===== config.mk =====
export PLATFORM = sky130hd
export DESIGN_NAME = stepper_phase_monitor
export DESIGN_NICKNAME = d
export VERILOG_FILES = /design/src/rtl/stepper_mon_pkg.sv /design/src/rtl/stepper_glitch_filter.sv /design/src/rtl/stepper_phase_monitor.sv
export SDC_FILE = /design/constraint.sdc
export NUM_CORES = 1
export LEC_CHECK = 0
export ABC_AREA = 1
export BUFFER_PORTS_ARGS = -buffer_cell sky130_fd_sc_hd__buf_2
export CAP_MARGIN = 20
export CORE_ASPECT_RATIO = 1.4
export CORE_MARGIN = 2
export CORE_UTILIZATION = 40
export DETAILED_ROUTE_END_ITERATION = 6
export GPL_ROUTABILITY_DRIVEN = 1
export MAX_ROUTING_LAYER = met4
export PLACE_DENSITY = 0.55
export SETUP_SLACK_MARGIN = 0.15
export SLEW_MARGIN = 20
export SYNTH_ARGS = -nofsm -noshare
export SYNTH_HDL_FRONTEND = slang
export SYNTH_HIERARCHICAL = 1
export SYNTH_SLANG_ARGS = --single-unit

===== constraint.sdc =====
create_clock -name clk -period 7.69 [get_ports clk]
set_input_delay 0 -clock clk [delete_from_list [all_inputs] [get_ports clk]]
set_output_delay 0 -clock clk [all_outputs]
set_load 0.01 [all_outputs]

===== src/rtl/stepper_mon_pkg.sv =====
//------------------------------------------------------------------------------
// Module  : stepper_mon_pkg
// Brief   : Shared types, phase constants and rotate helpers for the stepper monitor.
// Revision: 1.0 - initial release
//------------------------------------------------------------------------------
`default_nettype none

package stepper_mon_pkg;

    typedef enum logic [1:0] {
        IDLE  = 2'd0,
        TRACK = 2'd1,
        FAULT = 2'd2
    } state_e;

    localparam logic [1:0] FLT_NONE    = 2'b00;
    localparam logic [1:0] FLT_ILLEGAL = 2'b01;
    localparam logic [1:0] FLT_SKIP    = 2'b10;

    localparam logic [3:0] PH_A = 4'b0001;
    localparam logic [3:0] PH_B = 4'b0010;
    localparam logic [3:0] PH_C = 4'b0100;
    localparam logic [3:0] PH_D = 4'b1000;

    // Forward rotation of the drive bus is a left rotate (A->B->C->D->A).
    function automatic logic [3:0] rotl(input logic [3:0] p);
        return {p[2:0], p[3]};
    endfunction

    function automatic logic [3:0] rotr(input logic [3:0] p);
        return {p[0], p[3:1]};
    endfunction

    function automatic logic is_onehot(input logic [3:0] p);
        return (p == PH_A) || (p == PH_B) || (p == PH_C) || (p == PH_D);
    endfunction

endpackage : stepper_mon_pkg

`default_nettype wire


===== src/rtl/stepper_glitch_filter.sv =====
//------------------------------------------------------------------------------
// Module  : stepper_glitch_filter
// Brief   : Passes the 4-bit phase bus through only once it has been stable for
//           FILTER_CYCLES consecutive clocks. Used when STEPPER_MON_FILTER_EN is set.
// Revision: 1.0 - initial release
//------------------------------------------------------------------------------
`default_nettype none

module stepper_glitch_filter #(
    parameter int FILTER_CYCLES = 16
) (
    input  logic       clk,
    input  logic       rst,
    input  logic [3:0] phase_i,
    output logic [3:0] phase_o
);

    localparam int               CNT_W   = $clog2(FILTER_CYCLES + 1);
    localparam logic [CNT_W-1:0] CNT_MAX = CNT_W'(FILTER_CYCLES);
    localparam logic [CNT_W-1:0] CNT_ONE = CNT_W'(1);

    logic [3:0]       cand_q;
    logic [3:0]       out_q;
    logic [CNT_W-1:0] cnt_q;

    // cnt_q counts how many consecutive samples have matched cand_q.
    always_ff @(posedge clk or posedge rst) begin
        if (rst) begin
            cand_q <= 4'b0000;
            out_q  <= 4'b0000;
            cnt_q  <= '0;
        end else if (phase_i != cand_q) begin
            cand_q <= phase_i;
            cnt_q  <= CNT_ONE;
            if (CNT_MAX == CNT_ONE) begin
                out_q <= phase_i;
            end
        end else if (cnt_q != CNT_MAX) begin
            cnt_q <= cnt_q + CNT_ONE;
            if (cnt_q + CNT_ONE == CNT_MAX) begin
                out_q <= cand_q;
            end
        end
    end

    assign phase_o = out_q;

endmodule : stepper_glitch_filter

`default_nettype wire


===== src/rtl/stepper_phase_monitor.sv =====
//------------------------------------------------------------------------------
// Module  : stepper_phase_monitor
// Brief   : Decodes the one-hot stepper drive bus into steps, direction, position,
//           revolution pulses, stop detection and sticky phase faults.
//           Define STEPPER_MON_FILTER_EN to insert the input glitch filter.
// Revision: 1.0 - initial release
//------------------------------------------------------------------------------
`default_nettype none

module stepper_phase_monitor
    import stepper_mon_pkg::*;
#(
    parameter int POS_W         = 32,
    parameter int STEPS_PER_REV = 200,
    parameter int IDLE_CYCLES   = 1_000_000,
    parameter int FILTER_CYCLES = 16
) (
    input  logic                    clk,
    input  logic                    rst,
    input  logic [3:0]              phase_in,
    input  logic                    clear_pos,
    input  logic                    clear_fault,
    output logic                    step_pulse,
    output logic                    dir,
    output logic signed [POS_W-1:0] position,
    output logic                    rev_pulse,
    output logic                    stopped,
    output logic                    fault,
    output logic [1:0]              fault_code
);

    localparam int                IDX_W    = $clog2(STEPS_PER_REV);
    localparam logic [IDX_W-1:0]  IDX_MAX  = IDX_W'(STEPS_PER_REV - 1);
    localparam int                IDLE_W   = $clog2(IDLE_CYCLES + 1);
    localparam logic [IDLE_W-1:0] IDLE_MAX = IDLE_W'(IDLE_CYCLES);

    if (STEPS_PER_REV < 2) begin : g_chk_spr
        $error("STEPS_PER_REV must be at least 2");
    end
    if (FILTER_CYCLES < 1) begin : g_chk_filter
        $error("FILTER_CYCLES must be at least 1");
    end

    logic [3:0] ph_q;

`ifdef STEPPER_MON_FILTER_EN
    stepper_glitch_filter #(
        .FILTER_CYCLES (FILTER_CYCLES)
    ) u_glitch_filter (
        .clk     (clk),
        .rst     (rst),
        .phase_i (phase_in),
        .phase_o (ph_q)
    );
`else
    always_ff @(posedge clk or posedge rst) begin
        if (rst) begin
            ph_q <= 4'b0000;
        end else begin
            ph_q <= phase_in;
        end
    end
`endif

    state_e            state_q;
    logic [3:0]        last_q;
    logic              step_pulse_q;
    logic              dir_q;
    logic [POS_W-1:0]  pos_q;
    logic [IDX_W-1:0]  idx_q;
    logic              rev_pulse_q;
    logic              fault_q;
    logic [1:0]        code_q;
    logic [IDLE_W-1:0] idle_cnt_q;
    logic [IDLE_W-1:0] idle_cnt_d;
    logic              stopped_q;
    logic              stopped_d;

    logic ph_onehot;
    logic ph_illegal;
    logic step_fwd;
    logic step_rev;
    logic step_any;
    logic ph_skip;

    assign ph_onehot  = is_onehot(ph_q);
    assign ph_illegal = (ph_q != 4'b0000) && !ph_onehot;
    // A clear_fault in TRACK drops the reference, so it also suppresses a step.
    assign step_fwd   = (state_q == TRACK) && !clear_fault && (ph_q == rotl(last_q));
    assign step_rev   = (state_q == TRACK) && !clear_fault && (ph_q == rotr(last_q));
    assign step_any   = step_fwd || step_rev;
    assign ph_skip    = ph_onehot && (ph_q != last_q) && !step_fwd && !step_rev;

    always_ff @(posedge clk or posedge rst) begin
        if (rst) begin
            state_q      <= IDLE;
            last_q       <= 4'b0000;
            step_pulse_q <= 1'b0;
            dir_q        <= 1'b0;
            pos_q        <= '0;
            idx_q        <= '0;
            rev_pulse_q  <= 1'b0;
            fault_q      <= 1'b0;
            code_q       <= FLT_NONE;
        end else begin
            step_pulse_q <= step_any;
            rev_pulse_q  <= 1'b0;
            if (step_any) begin
                dir_q <= step_fwd;
            end

            if (clear_pos) begin
                pos_q <= '0;
                idx_q <= '0;
            end else if (step_fwd) begin
                pos_q <= pos_q + POS_W'(1);
                if (idx_q == IDX_MAX) begin
                    idx_q       <= '0;
                    rev_pulse_q <= 1'b1;
                end else begin
                    idx_q <= idx_q + IDX_W'(1);
                end
            end else if (step_rev) begin
                pos_q <= pos_q - POS_W'(1);
                idx_q <= (idx_q == '0) ? IDX_MAX : idx_q - IDX_W'(1);
            end

            case (state_q)
                IDLE: begin
                    if (ph_illegal) begin
                        state_q <= FAULT;
                        fault_q <= 1'b1;
                        code_q  <= FLT_ILLEGAL;
                    end else if (clear_fault) begin
                        last_q <= 4'b0000;
                    end else if (ph_onehot) begin
                        last_q  <= ph_q;
                        state_q <= TRACK;
                    end
                end
                TRACK: begin
                    if (ph_illegal) begin
                        state_q <= FAULT;
                        fault_q <= 1'b1;
                        code_q  <= FLT_ILLEGAL;
                    end else if (clear_fault) begin
                        last_q  <= 4'b0000;
                        state_q <= IDLE;
                    end else if (step_any) begin
                        last_q <= ph_q;
                    end else if (ph_skip) begin
                        state_q <= FAULT;
                        fault_q <= 1'b1;
                        code_q  <= FLT_SKIP;
                    end
                end
                FAULT: begin
                    if (clear_fault && !ph_illegal) begin
                        state_q <= IDLE;
                        last_q  <= 4'b0000;
                        fault_q <= 1'b0;
                        code_q  <= FLT_NONE;
                    end
                end
                default: begin
                    state_q <= IDLE;
                    last_q  <= 4'b0000;
                end
            endcase
        end
    end

    // Stopped is sticky from reset until the first accepted step.
    always_comb begin
        idle_cnt_d = idle_cnt_q;
        stopped_d  = stopped_q;
        if (step_any) begin
            idle_cnt_d = '0;
            stopped_d  = 1'b0;
        end else begin
            if (idle_cnt_q != IDLE_MAX) begin
                idle_cnt_d = idle_cnt_q + IDLE_W'(1);
            end
            stopped_d = stopped_q || (idle_cnt_d == IDLE_MAX);
        end
    end

    always_ff @(posedge clk or posedge rst) begin
        if (rst) begin
            idle_cnt_q <= '0;
            stopped_q  <= 1'b1;
        end else begin
            idle_cnt_q <= idle_cnt_d;
            stopped_q  <= stopped_d;
        end
    end

    assign step_pulse = step_pulse_q;
    assign dir        = dir_q;
    assign position   = pos_q;
    assign rev_pulse  = rev_pulse_q;
    assign stopped    = stopped_q;
    assign fault      = fault_q;
    assign fault_code = code_q;

endmodule : stepper_phase_monitor

`default_nettype wire


## Word-level counts from Yosys, hierarchy flattened

Cells that the tools add are included.

- Bits in registers: 77
- Input port bits: 8
- Output and inout port bits: 39
- Logic and storage cells: 111

- Add/sub/neg operators: 5
- Equal/unequal tests: 25
- Multiplexer cells: 43
- Reductions and logical operators: 26

Operator list:

| operator | number |
|---|---|
| 32-bit 2-to-1 mux | 3 |
| 20-bit 2-to-1 mux | 3 |
| 8-bit 2-to-1 mux | 5 |
| 32-bit by 1-bit adder with 32-bit output (second input constant) | 1 |
| 32-bit by 1-bit subtractor with 32-bit output (second input constant) | 1 |
| 4-bit 2-to-1 mux | 7 |
| 2-bit 2-to-1 mux | 11 |
| 3-bit inequality test (second input constant) | 7 |
| 20-bit by 1-bit adder with 20-bit output (second input constant) | 1 |
| 20-bit == test (second input constant) | 1 |
| 20-bit inequality test (second input constant) | 1 |
| 2-bit one-hot mux with 3 select lines | 2 |
| 4-bit one-hot mux with 3 select lines | 1 |
| 1-bit 2-to-1 mux | 10 |
| 5-bit AND reduction | 2 |
| 8-bit by 1-bit adder with 8-bit output (second input constant) | 1 |
| 4-bit == test | 2 |
| 8-bit == test (second input constant) | 1 |
| 1-bit logical AND | 8 |
| 8-bit zero test | 1 |
| 2-bit inequality test (second input constant) | 4 |
| 4-bit inequality test (second input constant) | 2 |
| 8-bit by 1-bit subtractor with 8-bit output (second input constant) | 1 |
| 6-bit AND reduction | 1 |
| 13 further kinds | 22 |

## Logic depth before layout (Yosys ltp)

- Depth after elaboration: 12
- Gate-level depth with buffers: 20
- Gate-level depth less buffers: 19

## Worst setup path after synthesis

Ideal clock, no wire load.

- Kind: register to register
- Start: reg state_q[1]
- End: reg pos_q[30] (netlist: position[30])
- Setup time: 117 ps
- Arrival time: 2,939 ps
- Required time: 7,573 ps
- Path slack: 4,633 ps
- Stages on the path, launching flop included: 19
- Path buffers: 1
- Period minus slack after synthesis: 3,057 ps
- Path through: dfrtp_1 inv_1 ha_1 inv_2 nor2_2 o21ai_1 a21oi_2 nand3_2 buf_2 ha_1 nand2_1 nor2_1 nand2_1 o21ai_0 nand3b_1 nand2_1 nand2_1 nand3_1 nand2_1

- Word-level cells in the longest chain between the ends: 5
- Elaborated cells between the ends (all ways): 7
- Those cells by class: eq/ne: 1; mux: 2; reduce/logical: 4

RTL lines:

| what | line | text |
|---|---|---|
| start, declared | stepper_phase_monitor.sv:65 | `state_e state_q;` |
| start signal, assigned | stepper_phase_monitor.sv:96 | `state_q <= IDLE;` |
| start signal, assigned | stepper_phase_monitor.sv:131 | `state_q <= FAULT;` |
| start signal, assigned | stepper_phase_monitor.sv:138 | `state_q <= TRACK;` |
| 2-bit by 1-bit == test with 1-bit output (*) | stepper_phase_monitor.sv:89, stepper_phase_monitor.sv:90 |  |
| 1-bit logical AND (*) | stepper_phase_monitor.sv:89, stepper_phase_monitor.sv:90 |  |
| 1-bit logical AND | stepper_phase_monitor.sv:89 | `assign step_fwd = (state_q == TRACK) && !clear_fault && (ph_q == rotl(last_q));` |
| 32-bit 2-to-1 mux | stepper_phase_monitor.sv:115 | `end else if (step_fwd) begin` |
| 32-bit 2-to-1 mux | stepper_phase_monitor.sv:112 | `if (clear_pos) begin` |
| end signal, assigned | stepper_phase_monitor.sv:116 | `pos_q <= pos_q + POS_W'(1);` |
| end signal, assigned | stepper_phase_monitor.sv:124 | `pos_q <= pos_q - POS_W'(1);` |
| end, declared | stepper_phase_monitor.sv:69 | `logic [POS_W-1:0] pos_q;` |

Every way passes the cells marked *; elsewhere a longest branch is shown, timed or not.
A chain may end at the register's enable or synchronous reset.

## Worst setup path after layout

Ends and elaborated chain as after synthesis.

==> results.md <==
* Status: complete, no violations
* GRT Resource Usage Total at 22.53%
* CP delay by family, top: simple AND/OR/NAND/NOR gates
* Most used DFF post-synth: dfrtp_1
* Die ar. at 15940 sq um
* Post-CTS sizing at 0
* Largest family of logic cells by synthesized area: simple AND/OR/NAND/NOR gates
* Final ANT Viol Nets at 0
* Largest net degree at the start of global routing at between 70 and 80
* Synth Cell Area at about 6000 sq um
* Cts bufs inserted at 9
* Buffers on Ports at 46
* Comb power frac at 38.9%
* Fin nets at 988
* Min-delay worst type: in2reg
* Fin crit period at between 3 and 4 ns
* Cells after DPL at 1105
* Clk sinks at 77
* Compound-Gate Fraction of Synth Area at 14.87%
* CTS max path bufs at 2
* Pint at 0.0009330 W
* TNS Setup at 0 ns
* Global-route wire length before repair at 27.49 mm
* DR WL/cell at 14.69 um
* Post-synth ARST share at 100.0%
* EDFF count, synth at 0
* Endpoints failing setup at 0
* CP peak stage delay at 0.46 ns
* Core box area at 14510 sq um
* CTS tree: done
* IO Pins at between 40 and 50
* DRT Pass-1 Iters at 4
* Peak supply drop at 0.1436 mV
* H-tree Lvls at 3
* Initial Utilization at 41.17%
* Placed inst area at 6410 sq um
* Slowest stage cell on the critical path: o21ai_0
* Synth Area in Adders at 9.971%
* Fin util at 46.65%
* Max-slew violation count at 0
* Drt drc at 0
* Synth Area in Simple Gates at 32.51%
* CTS root buffer: clkbuf_16
* PwrDens at 229.9 nW/um^2
* Grt ovf at 0
* Slew headroom at 50.95%
* Clk slew on worst S/H paths at 0.06 ns
* Cell mode on critical path: nand2_1
* Filler instances at 1544
* Initial DRC Count at 209
* Skew-Pair Late Insertion Delay at ~0.35 ns
* Mapped Nets at 932
* Sequential share of power at between 30 and 40%
* Critical Path RT at 7.92 ns
* Vias at 5811
* # hold bufs at CTS at 5
* NetSw at between 0.0006 and 0.0007 W
* Placer Congestion at 0.9415
* Max Clock Freq at 291.7 MHz
* Clock power share at 27.7%
* Area Overhead vs Synth at 13.30%
* Endpoints failing hold at 0
* Final Non-Filler Cells at 1127
* CP endpoint kind: flop
* Sw Ratio at 40.03%
* Via density at about 5.2
* Initial antenna violation count at 0
* Synth Area in XOR/XNOR at 3.812%
* Avg Cell Area, Syn at 6.811 sq um
* Setup bufs post-CTS at 0
* Row count at 52
* # diodes at 0
* Synth unique cells at 38
* Mux contribution to synthesized area at 0%
* Max FO, Critical Path at 51
* Yosys warns at 6
* Final wirelength at 16.56 mm
* Die H at 148.6 um
* Fraction of layout cells with a size suffix above 1 at 8.849%
* Leakage Power at 3.631 nW
* Post-DP HPWL at 12.68 mm
* Tcrit/Tclk final at roughly 45%
* Yosys reg bits at 77
* Critical-path cell list: inv_1 > ha_1 > inv_2 > nor2_2 > o21ai_1 > a21oi_2 > nand3_2 > buf_4 > ha_1 > nand2_1 > nor2_1 > nand2_1 > o21ai_0 > nand3b_1 > nand2_1 > nand2_1 > nand3_1 > nand2_1
* Final Cell Area at 6768 sq um
* Max Cap Viol at 0
* Crit path buf inv count at 3
* Number of global-route vias before repair at 5810
* Startpoint Class: flop
* Least-Margin Pin Slew at 0.7358 ns
* Unrepaired setup endpoints after global routing: false
* Clock Skew at about 0.0047 ns
* Die Width at 107.3 um
* Post-synthesis cell count at between 800 and 900
* WS Path Type: reg2reg
* Worst Path Arrival at between 3 and 4 ns
* Register area share after synthesis at between 30 and 40%
-- synthesized netlist by cell type (all sizes together) (3+ instances only) --
cell    count  share of area, %
buf         8              0.75
dfrtp      76                32
nand3b      6              0.75
o21ai      72               6.0
a21oi      68               5.8
nand3      53               4.6
o211ai      6              0.75
ha         46               9.6
o21a        3              0.38
xor2       13               1.9
nor3       14               1.2
nor2      110               7.2
nand4      13               1.5
xnor2      13               1.9
nand2     263                17
o22ai       5              0.52
inv        90               5.7
-- state kept, by name, summed over array words and instances, names as in the netlist --
register    count
rev_pulse       1
state_q         2
step_pulse      1
dir             1
stopped         1
fault_code      2
last_q          4
position       32
idx_q           8
fault           1
ph_q            4
idle_cnt_q     20
-- worst min-delay path, stage by stage --
cell and delay (ns):
buf_2 0.14, o21ai_0 0.10, nand3_1 0.09, nand2_1 0.05
-- cell type report --
type                            count  area, sq um  area share, %
Inverter                           90        339.1          5.010
Multi-Input combinational cell    700         3654          53.98
Timing Repair Buffer               55        316.6          4.677
Tap cell                          189        236.5          3.494
Clock buffer                       12        246.5          3.642
Clock inverter                      4        47.55         0.7025
Sequential cell                    77         1928          28.49
-- power by group through the flow --
stage	Combinational, W	Clock [W]	Sequential [W]
after floorplan	0.000452	0	0.000519
after global placement	0.000605	0	0.000529
after detailed placement	0.000604	0	0.000527
after CTS	0.000608	0.000446	0.000520
after global routing	0.000697	0.000463	0.000529
final	0.000605	0.000430	0.000520
-- metal layers --
layer	GRT usage (%)	up-vias	wire length (um)
met2	41.27	82	8886
met5	-	-	0
li1	-	3016	-
met1	23.93	2681	6794
met3	3.330	32	329
met4	9.221	0	548
-- cells in the final DEF, fill, tap and decap left out, drive strengths merged --
cell and instances:
xnor2 13, dfstp 1, a22o 1, o211ai 6
nor3 14, xor2 13, dlygate4sd3 6, o21bai 2
inv 89, nor4 1, o311ai 2, nand3b 6
a31oi 2, dfrtp 76, ha 46, o22ai 5
bufinv 1, nand3 53, fa 1, o31ai 1
o21ai 72, nand2 263, clkbuf 12, a21o 2
nor2 110, and2 2, a41oi 1, a21oi 68
nand4 13, buf 49, clkinv 3, clkinvlp 1
o21a 3
-- metrics by stage --
| stage | hold slack (ns) | power (W) | setup WS [ns] |
|---|---|---|---|
| floorplan | 0.03143 | 0.0009713 | 4.633 |
| global placement | 0.1092 | 0.001134 | 4.376 |
| detailed placement | 0.1122 | 0.001131 | 4.303 |
| CTS | 0.01919 | 0.001575 | 4.273 |
| global route | 0.09228 | 0.001689 | 3.915 |
| finish | 0.07227 | 0.001556 | 4.262 |
-- worst paths after layout --
check                                                from                         to  slack [ns]  cells past startpoint
worst max register to register     state_q[1]$_DFFE_PP0P_   position[30]$_DFFE_PP0P_        4.26                     18
worst max-delay path               state_q[1]$_DFFE_PP0P_   position[30]$_DFFE_PP0P_        4.26                     18
worst min-delay path                          clear_fault     state_q[1]$_DFFE_PP0P_        0.07                      4
worst min register to register  fault_code[0]$_DFFE_PP0P_  fault_code[0]$_DFFE_PP0P_        0.47                      2
max in group asynchronous                             rst   idle_cnt_q[18]$_DFF_PP0_        6.80                      4
min in group asynchronous                             rst     state_q[1]$_DFFE_PP0P_        0.40                      4
-- cell families after synthesis --
logic type / Yosys count
buffers and inverters: 100
XOR/XNOR: 26
AND/OR/NAND/NOR: 462
AO/OA/AOI/OAI: 165
flip-flops: 77
adder cells (fa/ha/maj): 47
Note: power is estimated with default switching activity, not from simulation.
